===== config.mk =====
export PLATFORM = sky130hd
export DESIGN_NAME = pipe_hazard_ctrl_flat
export DESIGN_NICKNAME = d
export VERILOG_FILES = /design/src/rtl/pipe_pkg.sv /design/src/rtl/pipe_hazard_ctrl_if.sv /design/src/rtl/sb_counter.sv /design/src/rtl/pipe_hazard_ctrl.sv /design/src/flat_wrapper.sv
export SDC_FILE = /design/constraint.sdc
export NUM_CORES = 1
export LEC_CHECK = 0
export CAP_MARGIN = 0
export CELL_PAD_IN_SITES_DETAIL_PLACEMENT = 0
export CELL_PAD_IN_SITES_GLOBAL_PLACEMENT = 1
export CORE_AREA = 3 3 211 192
export DETAILED_ROUTE_END_ITERATION = 8
export DIE_AREA = 0 0 214 195
export PLACE_DENSITY_LB_ADDON = 0.1
export REMOVE_ABC_BUFFERS = 1
export SETUP_SLACK_MARGIN = 0.5
export SYNTH_ARGS = -nofsm -noshare
export SYNTH_HDL_FRONTEND = slang
export SYNTH_SLANG_ARGS = --single-unit

===== constraint.sdc =====
create_clock -name clk -period 20.6 [get_ports clk]
set_input_delay 2.06 -clock clk [delete_from_list [all_inputs] [get_ports clk]]
set_output_delay 2.06 -clock clk [all_outputs]
set_load 0.005 [all_outputs]

===== src/rtl/pipe_pkg.sv =====
// pipe_pkg: shared widths, latency type and stall-control bundle for the hazard controller
package pipe_pkg;
  localparam int NUM_REGS = 64;
  localparam int REG_W = 6;
  localparam int MAX_LAT = 7;
  localparam int LAT_W = $clog2(MAX_LAT + 1);
  localparam logic [REG_W-1:0] ZERO_REG = '0;
  typedef logic [LAT_W-1:0] lat_t;
  typedef struct packed {
    logic if_id_en;
    logic id_ex_en;
    logic ex_mem_en;
    logic mem_wb_en;
    logic bubble;
    logic flush;
    logic issue;
  } stall_ctrl_t;
  localparam stall_ctrl_t ST_OFF = '0;
  localparam stall_ctrl_t ST_BUSY = 7'b0001_000;
  localparam stall_ctrl_t ST_FLUSH = 7'b1111_110;
  localparam stall_ctrl_t ST_HAZ = 7'b0111_100;
endpackage


===== src/rtl/pipe_hazard_ctrl_if.sv =====
// pipe_hazard_ctrl_if: ID/EX status in, pipeline register controls out
interface pipe_hazard_ctrl_if #(
  parameter int REG_W = pipe_pkg::REG_W,
  parameter int LAT_W = pipe_pkg::LAT_W
);
  logic ID_vld;
  logic [REG_W-1:0] ID_rs1, ID_rs2, ID_rd;
  logic [LAT_W-1:0] ID_lat;
  logic EX_take_br, EX_alu_busy;
  logic ST_if_id_en, ST_id_ex_en, ST_ex_mem_en, ST_mem_wb_en;
  logic ST_id_ex_bubble, ST_flush, ST_issue;
  logic [31:0] ST_stall_cnt;
  modport master (
    output ID_vld, ID_rs1, ID_rs2, ID_rd, ID_lat, EX_take_br, EX_alu_busy,
    input ST_if_id_en, ST_id_ex_en, ST_ex_mem_en, ST_mem_wb_en, ST_id_ex_bubble, ST_flush, ST_issue, ST_stall_cnt
  );
  modport slave (
    input ID_vld, ID_rs1, ID_rs2, ID_rd, ID_lat, EX_take_br, EX_alu_busy,
    output ST_if_id_en, ST_id_ex_en, ST_ex_mem_en, ST_mem_wb_en, ST_id_ex_bubble, ST_flush, ST_issue, ST_stall_cnt
  );
endinterface


===== src/rtl/sb_counter.sv =====
// sb_counter: loadable countdown that stops at zero and freezes while frz is high
module sb_counter import pipe_pkg::*; #(
  parameter int W = LAT_W
) (
  input  logic clk,
  input  logic rst,
  input  logic frz,
  input  logic ld,
  input  logic [W-1:0] ld_val,
  output logic [W-1:0] cnt
);
  always_ff @(posedge clk or posedge rst)
    if (rst) cnt <= '0;
    else if (!frz) cnt <= ld ? ld_val : (cnt != '0 ? cnt - 1'b1 : cnt);
endmodule


===== src/rtl/pipe_hazard_ctrl.sv =====
// pipe_hazard_ctrl: countdown-scoreboard RAW/WAW detection, bubble/flush/freeze priority and stall counting
module pipe_hazard_ctrl #(
  parameter int NUM_REGS = pipe_pkg::NUM_REGS,
  parameter int REG_W = pipe_pkg::REG_W,
  parameter int MAX_LAT = pipe_pkg::MAX_LAT,
  parameter int LAT_W = $clog2(MAX_LAT + 1)
) (
  input logic clk,
  input logic rst,
  pipe_hazard_ctrl_if.slave bus
);
  logic [LAT_W-1:0] cnt [NUM_REGS];
  logic [LAT_W-1:0] lat_s;
  logic haz, ld_any;
  logic [31:0] stall_cnt;
  pipe_pkg::stall_ctrl_t st;
  assign cnt[0] = '0;
  assign lat_s = bus.ID_lat > LAT_W'(MAX_LAT) ? LAT_W'(MAX_LAT) : bus.ID_lat;
  // WAW only matters if the older write would land after the newer one
  assign haz = bus.ID_vld && (cnt[bus.ID_rs1] != '0 || cnt[bus.ID_rs2] != '0 ||
               (lat_s != '0 && cnt[bus.ID_rd] > lat_s));
  always_comb
    st = rst ? pipe_pkg::ST_OFF :
         bus.EX_alu_busy ? pipe_pkg::ST_BUSY :
         bus.EX_take_br ? pipe_pkg::ST_FLUSH :
         haz ? pipe_pkg::ST_HAZ : pipe_pkg::stall_ctrl_t'({6'b1111_00, bus.ID_vld});
  assign ld_any = st.issue && bus.ID_rd != pipe_pkg::ZERO_REG && lat_s != '0;
  for (genvar g = 1; g < NUM_REGS; g++) begin : g_sb
    sb_counter #(.W(LAT_W)) u_cnt (
      .clk(clk), .rst(rst), .frz(bus.EX_alu_busy),
      .ld(ld_any && bus.ID_rd == REG_W'(g)), .ld_val(lat_s), .cnt(cnt[g])
    );
  end
  always_ff @(posedge clk or posedge rst)
    if (rst) stall_cnt <= '0;
    else if (bus.EX_alu_busy || (!bus.EX_take_br && haz)) stall_cnt <= stall_cnt + 1;
  assign bus.ST_if_id_en = st.if_id_en;
  assign bus.ST_id_ex_en = st.id_ex_en;
  assign bus.ST_ex_mem_en = st.ex_mem_en;
  assign bus.ST_mem_wb_en = st.mem_wb_en;
  assign bus.ST_id_ex_bubble = st.bubble;
  assign bus.ST_flush = st.flush;
  assign bus.ST_issue = st.issue;
  assign bus.ST_stall_cnt = stall_cnt;
endmodule

===== src/flat_wrapper.sv =====
// flat-port wrapper written by rule: the top's interface ports become plain ports
module pipe_hazard_ctrl_flat 
#(
  parameter int NUM_REGS = pipe_pkg::NUM_REGS,
  parameter int REG_W = pipe_pkg::REG_W,
  parameter int MAX_LAT = pipe_pkg::MAX_LAT,
  parameter int LAT_W = $clog2(MAX_LAT + 1)
)
  (clk, rst, bus_ID_vld, bus_ID_rs1, bus_ID_rs2, bus_ID_rd, bus_ID_lat, bus_EX_take_br, bus_EX_alu_busy, bus_ST_if_id_en, bus_ST_id_ex_en, bus_ST_ex_mem_en, bus_ST_mem_wb_en, bus_ST_id_ex_bubble, bus_ST_flush, bus_ST_issue, bus_ST_stall_cnt);
  pipe_hazard_ctrl_if #(.REG_W(REG_W), .LAT_W(LAT_W)) bus_i ();
  input logic clk;
  input logic rst;
  input wire logic [$bits(bus_i.ID_vld)-1:0] bus_ID_vld;
  input wire logic [$bits(bus_i.ID_rs1)-1:0] bus_ID_rs1;
  input wire logic [$bits(bus_i.ID_rs2)-1:0] bus_ID_rs2;
  input wire logic [$bits(bus_i.ID_rd)-1:0] bus_ID_rd;
  input wire logic [$bits(bus_i.ID_lat)-1:0] bus_ID_lat;
  input wire logic [$bits(bus_i.EX_take_br)-1:0] bus_EX_take_br;
  input wire logic [$bits(bus_i.EX_alu_busy)-1:0] bus_EX_alu_busy;
  output wire logic [$bits(bus_i.ST_if_id_en)-1:0] bus_ST_if_id_en;
  output wire logic [$bits(bus_i.ST_id_ex_en)-1:0] bus_ST_id_ex_en;
  output wire logic [$bits(bus_i.ST_ex_mem_en)-1:0] bus_ST_ex_mem_en;
  output wire logic [$bits(bus_i.ST_mem_wb_en)-1:0] bus_ST_mem_wb_en;
  output wire logic [$bits(bus_i.ST_id_ex_bubble)-1:0] bus_ST_id_ex_bubble;
  output wire logic [$bits(bus_i.ST_flush)-1:0] bus_ST_flush;
  output wire logic [$bits(bus_i.ST_issue)-1:0] bus_ST_issue;
  output wire logic [$bits(bus_i.ST_stall_cnt)-1:0] bus_ST_stall_cnt;
  assign bus_i.ID_vld = bus_ID_vld;
  assign bus_i.ID_rs1 = bus_ID_rs1;
  assign bus_i.ID_rs2 = bus_ID_rs2;
  assign bus_i.ID_rd = bus_ID_rd;
  assign bus_i.ID_lat = bus_ID_lat;
  assign bus_i.EX_take_br = bus_EX_take_br;
  assign bus_i.EX_alu_busy = bus_EX_alu_busy;
  assign bus_ST_if_id_en = bus_i.ST_if_id_en;
  assign bus_ST_id_ex_en = bus_i.ST_id_ex_en;
  assign bus_ST_ex_mem_en = bus_i.ST_ex_mem_en;
  assign bus_ST_mem_wb_en = bus_i.ST_mem_wb_en;
  assign bus_ST_id_ex_bubble = bus_i.ST_id_ex_bubble;
  assign bus_ST_flush = bus_i.ST_flush;
  assign bus_ST_issue = bus_i.ST_issue;
  assign bus_ST_stall_cnt = bus_i.ST_stall_cnt;
  pipe_hazard_ctrl #(.NUM_REGS(NUM_REGS), .REG_W(REG_W), .MAX_LAT(MAX_LAT), .LAT_W(LAT_W)) u_core (.clk(clk), .rst(rst), .bus(bus_i));
endmodule

==> results.toml, run 1 <==
[outcome]
outcome = "complete, no violations"

[synthesis]
postSynth.asyncResetShare_pct = 100.0
ys_types = 76
ys_warn_count = 0
synth.area.top_cells = "dfrtp_1 (29%), mux4_2 (8.9%), ha_1 (8.5%)"
yosysTopAreaCellShare_pct = 28.91
synth_ff_type = "dfrtp_1"
synth_edf_count = 0
synth_seq_cells = 221
ys_seq_area_share_pct = 28.91
syn_avg_cell_area_um2 = 8.994
synthTopCellsByCount = "nor2_1 (239), dfrtp_1 (221), inv_1 (140)"
synthCells = 2127
post-synth-top-area-cell = "dfrtp_1"
synth.cell_area_um2 = 19130
yosysMostFrequentCell = "nor2_1"

[worst_setup_path]
crit_path_end_kind = "primary output"
cpPeakStageDelay_ps = 610
start_kind = "input port"
path_class = "input port to primary output"
arrival_ps = 6840
slowest_stage = "mux4_2"
critPathTopFamily = "multiplexers"
crit_fanout = 54
path_cells = "buf_2, buf_4, mux4_2, mux2_2, a22oi_1, nand2_1, mux4_2, ha_1, nor2b_1, o21a_1, o21ai_0, o31a_1, nand4_1, or4_1, a21oi_1, nor3_1, clkdlybuf4s50_1"
crit_top_cell = "mux4_2"
cp_num_buf_inv = 3
cp.required_ps = 18540

[die]
fp.coreArea_um2 = 38370
die_y_um = 195
fp.dieW_um = 214
die_area_um2 = 41730
rows = 68
io_pins = 65
initial_core_util_pct = 49.85

[timing]
setup_viol = 0
final.period_utilization_pct = 43.19
finClkSkew_ps = 35.34
slew_violations = 0
min_period_ps = 8897
rsz0062_at_grt = "false"
maxSlewHeadroom_pct = 18.71
hold_violations = 0
fin_tns_setup_ps = 0
whs_ps = 465.7
worst_pin_slew_ps = 1216
max_freq_mhz = 112.4

[cts]
cts_tree = "done"
hold_buffers = 0
clkTransAtPathRegs_ps = 60
cts_resized = 0
cts_sinks = 221
post-cts-setup-buffers = 0
clock-root-buffer = "clkbuf_16"
clk_path_buf_depth = 3
clk_latency_ps = 580
h-tree-depth = 1
cts_made_buffers = 28

[finish]
layout-drive-gt1-share_pct = 12.53
fin_cells = 2625
fin_util_pct = 54.35
nNetsFinal = 2235
nFillCells = 3446
synthToLayoutAreaGrowth_pct = 9.013

[pwr]
power_mw = 2.603
p_per_area_nw_per_um2 = 124.8
peakVddDrop_uv = 71.97
p_leak_nw = 8.519

[grt]
overflow = 0
grt_usage_pct = 29.24
grt_max_degree = 102
grt_pass1_wl_um = 98470
first_global_vias = 16550
antenna_found_initial = 1

[placed_design]
place.gp.congestion = 0.9390
io_buffers = 64
dp_hpwl_um = 42250
dp.cells = 2574

[detailed_routing]
drtAntennaViolNets = 0
detail_route.wl_per_cell_um = 23.88
drt_iter0_drc = 1832
viasPerCell = 6.717
vias = 17630
first_pass_iters = 8
post-route-drc-count = 0
drt_wl_total_um = 62690

[job]
timing.max_cap.violations = 0

[worst_hold_path]
hold_class = "register to register"
## worst reg2reg max path, delay by kind of cell (launching register included)
family / cells / cell delay [ps]
DFF: 1 / 460
adders and majority gates: 1 / 290
muxes: 3 / 1260
and+or+nand+nor: 5 / 1700
AOI/OAI and AO/OA: 5 / 1040
## area by class of cell
type / count / area, µm² / share of cell area (%)
inverters: 142 / 543.0 / 2.604
diodes: 1 / 2.502 / 0.01200
multi-input cells: 1598 / 12360 / 59.27
well taps: 525 / 656.9 / 3.150
clock inverters: 10 / 115.1 / 0.5520
repair buffers: 88 / 799.5 / 3.834
flip-flops and latches: 221 / 5530 / 26.52
clock buffers: 40 / 845.8 / 4.056
## layer usage
metal | global-route usage [%] | part of all wire (%)
met5 | 0 | 0
met4 | 8.631 | 2.7
met3 | 4.652 | 8.0
met2 | 44.81 | 44
met1 | 42.84 | 45
## kinds of logic after synthesis
kind of cell / count (synthesis) / synth area share, %
AOI/OAI and AO/OA: 468 / 19.71
muxes: 84 / 9.477
DFF: 221 / 28.91
xor gates and xnor gates: 31 / 1.419
adders and majority gates: 130 / 8.503
buffers and inverters: 308 / 6.619
and+or+nand+nor: 885 / 25.36
## placed cells by master (no fill, tap or decap), types with 63 or more instances in the layout
cell type and n:
nor4b_1 70, nand2b_1 69, nor2_1 238, dfrtp_1 221, nor2b_1 70, and3_1 133
nand2_1 103, o22ai_1 126, mux4_2 76, inv_1 138, o211ai_1 63, ha_1 130
## registers in the layout, summed over array words and instances (netlist names)
register / count
u_core.g_sb.u_cnt.cnt: 189
u_core.bus.ST_stall_cnt: 32
## path summary, 6_finish.rpt
kind                                                           from                                       end  slack (ps)  cells past startpoint
max                                                    bus_ID_rd[1]                       bus_ST_id_ex_bubble       11700                     17
min                         u_core.bus.ST_stall_cnt[31]$_DFFE_PP0P_   u_core.bus.ST_stall_cnt[31]$_DFFE_PP0P_         470                      1
max reg2reg                u_core.g_sb[15].u_cnt.cnt[1]$_DFFE_PP0P_  u_core.g_sb[21].u_cnt.cnt[0]$_DFFE_PP0P_       15730                     14
min reg2reg                 u_core.bus.ST_stall_cnt[31]$_DFFE_PP0P_   u_core.bus.ST_stall_cnt[31]$_DFFE_PP0P_         470                      1
max in group asynchronous                                       rst  u_core.g_sb[63].u_cnt.cnt[1]$_DFFE_PP0P_       17080                      3
min in group asynchronous                                       rst   u_core.g_sb[2].u_cnt.cnt[0]$_DFFE_PP0P_        2090                      2
## per-stage QoR
step / cell area (µm²) / worst slack (ps)
6_report: 20850 / 11700
5_1_grt: 20850 / 11470
4_1_cts: 20850 / 11760
3_5_place_dp: 19890 / 11770
3_3_place_gp: 19890 / 11810
2_1_floorplan: 18400 / 11910
## report_power, final
group / internal (mW) / switching [mW] / leakage (nW) / total, mW
clock network: 0.309 / 0.208 / 0.482 / 0.516
logic: 0.589 / 0.489 / 5.57 / 1.08
registers: 0.619 / 0.390 / 2.47 / 1.01
No activity file was read; power rests on OpenSTA's default activity.
==> inputs of run 2 (changes only) <==
--- a/config.mk
+++ b/config.mk
@@ -8,9 +8,9 @@
 export CAP_MARGIN = 0
 export CELL_PAD_IN_SITES_DETAIL_PLACEMENT = 0
 export CELL_PAD_IN_SITES_GLOBAL_PLACEMENT = 1
-export CORE_AREA = 3 3 211 192
+export CORE_AREA = 3 3 224 204
 export DETAILED_ROUTE_END_ITERATION = 8
-export DIE_AREA = 0 0 214 195
+export DIE_AREA = 0 0 227 207
 export PLACE_DENSITY_LB_ADDON = 0.1
 export REMOVE_ABC_BUFFERS = 1
 export SETUP_SLACK_MARGIN = 0.5
==> constraint.sdc (replaced) <==
create_clock -name clk -period 7.4 [get_ports clk]
set_input_delay 0.74 -clock clk [delete_from_list [all_inputs] [get_ports clk]]
set_output_delay 0.74 -clock clk [all_outputs]
set_load 0.005 [all_outputs]
==> results.toml, run 2 (same netlist as run 1, synthesis figures left out) <==
[outcome]
outcome = "complete, no violations"

[pwr]
peakVddDrop_uv = 176.7
p_per_area_nw_per_um2 = 351.7
p_leak_nw = 8.580

[detailed_routing]
vias = 17260
drt_wl_total_um = 63580
drt_iter0_drc = 1537
m1WireLength_um = 29740
viasPerCell = 6.481
dr_wl_met2_um = 26970
first_pass_iters = 5
detail_route.wl_per_cell_um = 23.87
post-route-drc-count = 0
drtAntennaViolNets = 0
routed-wl-met3_um = 4593
routed.top_layer = "met4"

[grt]
antenna_found_initial = 0
grt_max_degree = 117
grt_pass1_wl_um = 99660
overflow = 0
first_global_vias = 16350
grt_usage_pct = 26.73

[cts]
clock-root-buffer = "clkbuf_16"
cts_made_buffers = 28
clkTransAtPathRegs_ps = 60
cts_resized = 0
cts_sinks = 221
h-tree-depth = 1
cts_tree = "done"
post-cts-setup-buffers = 0
hold_buffers = 0
clk_path_buf_depth = 3
clk_latency_ps = 590

[timing]
maxSlewHeadroom_pct = 24.35
final.period_utilization_pct = 83.74
fin_tns_setup_ps = 0
whs_ps = 477.2
worst_pin_slew_ps = 1132
max_freq_mhz = 161.4
setup_viol = 0
finClkSkew_ps = 32.98
rsz0062_at_grt = "false"
hold_violations = 0
min_period_ps = 6197
slew_violations = 0

[die]
rows = 73
fp.dieW_um = 227
die_y_um = 207
die_area_um2 = 46990
fp.coreArea_um2 = 43750
initial_core_util_pct = 43.72
io_pins = 65

[finish]
largest_reg_flops = 189
fin_util_pct = 48.10
final_cell_mix = "nor2_1 (238), dfrtp_1 (221), inv_1 (138), and3_1 (133), ha_1 (130)"
nNetsFinal = 2238
seq_area_um2 = 5530
multi_input_area_um2 = 12360
final_common_cell = "nor2_1"
synthToLayoutAreaGrowth_pct = 10.01
nFillCells = 4092
regMostFlops = "u_core.g_sb.u_cnt.cnt"
layout-drive-gt1-share_pct = 12.61
antenna_cells = 0

[worst_setup_path]
arrival_ps = 5460
crit_fanout = 54
path_class = "input port to primary output"
path_cells = "buf_4, mux4_2, mux2_2, a22oi_1, nand2_1, mux4_2, ha_1, nor2b_1, o21a_1, o21ai_0, o31a_1, nand4_1, or4_1, a21oi_1, nor3_1, clkdlybuf4s50_1"
cp.required_ps = 6660
slowest_stage = "buf_4"
crit_top_cell = "mux4_2"
start_kind = "input port"
crit_path_end_kind = "primary output"
cpPeakStageDelay_ps = 700

[placed_design]
io_buffers = 64
dp_hpwl_um = 42570
place.gp.congestion = 0.9123

[worst_hold_path]
hold_class = "register to register"

[job]
timing.max_cap.violations = 0
run 2: cell types whose count changed in the layout (fill, tap and decap cells not counted), sizes merged:
cell,delta
bufinv,+6
clkbuf,-5
diode,-1
buf,+3
clkinv,-2
run 2: cell type report:
cell class | instances | share of cell area, %
well taps | 562 | 3.341
flip-flops and latches | 221 | 26.28
clock inverters | 14 | 1.409
inverters | 142 | 2.580
clock buffers | 35 | 3.692
repair buffers | 91 | 3.966
multi-input cells | 1598 | 58.73
run 2: final timing paths:
check | from | slack, ps | end | cells past startpoint
hold reg to reg | u_core.bus.ST_stall_cnt[31]$_DFFE_PP0P_ | 480 | u_core.bus.ST_stall_cnt[31]$_DFFE_PP0P_ | 1
max in group asynchronous | rst | 5510 | u_core.g_sb[6].u_cnt.cnt[1]$_DFFE_PP0P_ | 3
hold / removal | u_core.bus.ST_stall_cnt[31]$_DFFE_PP0P_ | 480 | u_core.bus.ST_stall_cnt[31]$_DFFE_PP0P_ | 1
setup / recovery | bus_ID_rd[0] | 1200 | bus_ST_id_ex_bubble | 16
min in group asynchronous | rst | 680 | u_core.g_sb[20].u_cnt.cnt[0]$_DFFE_PP0P_ | 2
setup reg to reg | u_core.g_sb[15].u_cnt.cnt[1]$_DFFE_PP0P_ | 2240 | u_core.g_sb[46].u_cnt.cnt[0]$_DFFE_PP0P_ | 15
run 2: through the flow:
| step | cell area (µm²) | setup slack (ps) | total power [mW] | instances |
|---|---|---|---|---|
| 6_report | 21050 | 1203 | 7.401 | 2663 |
| 5_1_grt | 21050 | 827.4 | 7.965 | 2663 |
| 4_1_cts | 21050 | 1192 | 7.388 | 2663 |
| 3_5_place_dp | 19970 | 1197 | 5.723 | 2614 |
| 3_3_place_gp | 19970 | 1233 | 5.637 | 2614 |
| 2_1_floorplan | 18400 | 571.6 | 4.679 | 1961 |
run 2: power by group:
group	internal, mW	leakage, nW	switching, mW	total [mW]
clock network	1.02	0.524	0.604	1.62
logic	1.64	5.59	1.38	3.02
registers	1.72	2.47	1.03	2.76
total	4.38	8.58	3.02	7.40
run 2: critical path, delay by kind of cell:
kind,cells,cell delay [ps]
buffers and inverters,2,1170
muxes,3,1340
adders and majority gates,1,300
AOI/OAI and AO/OA,5,860
and+or+nand+nor,5,1000
run 2: layer usage:
layer | vias up | track usage [%]
li1 | 7956 | -
met1 | 8506 | 40.20
met2 | 676 | 38.80
met3 | 121 | 4.804
met4 | 0 | 8.546
met5 | - | 0
==> inputs of run 3 (changes only) <==
--- a/config.mk
+++ b/config.mk
@@ -8,9 +8,9 @@
 export CAP_MARGIN = 0
 export CELL_PAD_IN_SITES_DETAIL_PLACEMENT = 0
 export CELL_PAD_IN_SITES_GLOBAL_PLACEMENT = 1
-export CORE_AREA = 3 3 224 204
+export CORE_AREA = 3 3 213 194
 export DETAILED_ROUTE_END_ITERATION = 8
-export DIE_AREA = 0 0 227 207
+export DIE_AREA = 0 0 216 197
 export PLACE_DENSITY_LB_ADDON = 0.1
 export REMOVE_ABC_BUFFERS = 1
 export SETUP_SLACK_MARGIN = 0.5
==> constraint.sdc (replaced) <==
create_clock -name clk -period 6.1 [get_ports clk]
set_input_delay 0.61 -clock clk [delete_from_list [all_inputs] [get_ports clk]]
set_output_delay 0.61 -clock clk [all_outputs]
set_load 0.005 [all_outputs]
==> results.toml, run 3 (same netlist as run 1, synthesis figures left out) <==
[outcome]
outcome = "complete, no violations"

[cts]
clk_latency_ps = 560
cts_sinks = 221
post-cts-setup-buffers = 0
cts_tree = "done"
hold_buffers = 0
clock-root-buffer = "clkbuf_16"
h-tree-depth = 1
cts_made_buffers = 27
clkTransAtPathRegs_ps = 60
clk_path_buf_depth = 3

[timing]
hold_violations = 0
maxSlewHeadroom_pct = 26.63
worst_pin_slew_ps = 1100
setup_viol = 0
finClkSkew_ps = 14.03
min_period_ps = 5485
final.period_utilization_pct = 89.92
rsz0062_at_grt = "true"
slew_violations = 0
max_freq_mhz = 182.3

[detailed_routing]
viasPerCell = 6.642
first_pass_iters = 7
drtAntennaViolNets = 0
detail_route.wl_per_cell_um = 23.92
vias = 17550
drt_iter0_drc = 1762
post-route-drc-count = 0
drt_wl_total_um = 63190

[die]
io_pins = 65
fp.dieW_um = 216
die_area_um2 = 42550
fp.coreArea_um2 = 39370
initial_core_util_pct = 48.59
die_y_um = 197
rows = 69

[placed_design]
place.gp.congestion = 0.9500
dp_hpwl_um = 42750
placed_area_um2 = 20070
io_buffers = 64
dp.cells = 2592

[finish]
layout-drive-gt1-share_pct = 13.09
fin_cells = 2642
regMostFlops = "u_core.g_sb.u_cnt.cnt"
final_common_cell = "nor2_1"
fin_util_pct = 53.49
fin_area_um2 = 21060
synthToLayoutAreaGrowth_pct = 10.08
final_cell_mix = "nor2_1 (238), dfrtp_1 (220), inv_1 (138), and3_1 (133), ha_1 (130)"
largest_reg_flops = 189
nNetsFinal = 2245

[grt]
first_global_vias = 16630
antenna_found_initial = 1
grt_max_degree = 149
overflow = 0
grt_usage_pct = 29.26
grt_pass1_wl_um = 98750

[worst_hold_path]
min_to = "u_core.bus.ST_stall_cnt[31]$_DFFE_PP0P_"
hold_class = "register to register"
min_from = "u_core.bus.ST_stall_cnt[31]$_DFFE_PP0P_"
worstHoldPathCells = 1

[pwr]
peakVddDrop_uv = 224.3
p_leak_nw = 8.623
p_per_area_nw_per_um2 = 418.0

[worst_setup_path]
regToRegSetupSlack_ps = 1260
r2r-start = "u_core.g_sb[59].u_cnt.cnt[1]$_DFFE_PP0P_"
path_class = "register to primary output"
crit_fanout = 4
startpoint = "u_core.g_sb[59].u_cnt.cnt[1]$_DFFE_PP0P_"
reg2reg_to = "u_core.g_sb[25].u_cnt.cnt[1]$_DFFE_PP0P_"
arrival_ps = 4880
crit_path_end_kind = "primary output"
start_kind = "register"
cp.required_ps = 5490
rr_worst_depth = 14

[job]
timing.max_cap.violations = 0
[run 3: cell count changes in the layout (fill, tap and decap cells not counted), moves of 2 or more]
cell	change
clkbuf_8	+6
clkdlybuf4s50_1	-2
and2_0	-2
clkinv_2	+3
buf_12	+7
bufinv_16	-5
clkinv_4	-3
[run 3: repair_timing]
| action | in CTS | in global routing |
|---|---|---|
| setup endpoints to repair | 3 | 3 |
| pin swaps | 0 | 1 |
| resized for setup | 2 | 11 |
| gates cloned | 0 | 0 |
[run 3: worst max-delay path by stage]
stage | to | slack [ps] | depth (start not counted)
final | bus_ST_if_id_en | 610 | 12
after global routing | bus_ST_if_id_en | 440 | 14
after CTS | bus_ST_id_ex_bubble | 540 | 15
after detailed placement | bus_ST_id_ex_bubble | 390 | 16
after global placement | bus_ST_id_ex_bubble | 430 | 15
after floorplan | u_core.bus.ST_stall_cnt[0]$_DFFE_PP0P_ | -600 | 1
[run 3: final cells by class]
cell class | count | area, µm²
antenna | 1 | 2.502
clock buffer | 41 | 838.3
clock inverter | 8 | 118.9
fill | 3611 | 18310
inverter | 142 | 543.0
multi-input combinational | 1598 | 12370
sequential | 221 | 5532
tap | 532 | 665.6
timing repair buffer | 99 | 987.2
[run 3: through the flow]
stage / hold WS (ps) / worst slack, ps / TNS [ps] / total power, mW
global placement: 454.7 / 434.0 / 0 / 6.850
floorplan: 464.7 / -598.4 / -132260 / 5.677
global route: 487.0 / 440.4 / 0 / 9.434
detailed placement: 461.9 / 395.0 / 0 / 6.973
CTS: 470.9 / 544.6 / 0 / 8.753
finish: 464.2 / 614.6 / 0 / 8.803
[run 3: power breakdown]
part / leakage (nW) / internal, mW / total [mW] / switching, mW
sequential: 2.47 / 2.09 / 3.37 / 1.27
combinational: 5.68 / 2.00 / 3.69 / 1.69
clock: 0.478 / 1.07 / 1.75 / 0.679
total: 8.62 / 5.16 / 8.80 / 3.65
[run 3: routing by layer]
layer  up-vias  global-route usage (%)  share of wire [%]
met4         0                   9.044                3.3
met2       717                   46.45                 45
met1      8734                   40.92                 44
met3       132                   5.503                7.7
met5         -                       0                  0
li1       7965                       -                  -
[run 3: worst max-delay path, cell delays in order (launching register included)]
cell	delay [ps]
dfrtp_1	460
mux4_2	550
mux4_2	490
mux4_2	480
ha_1	300
nor2b_1	140
o21a_1	150
o21ai_0	150
o31a_1	190
nand4_1	220
o41ai_1	500
and2_1	200
clkdlybuf4s50_1	490
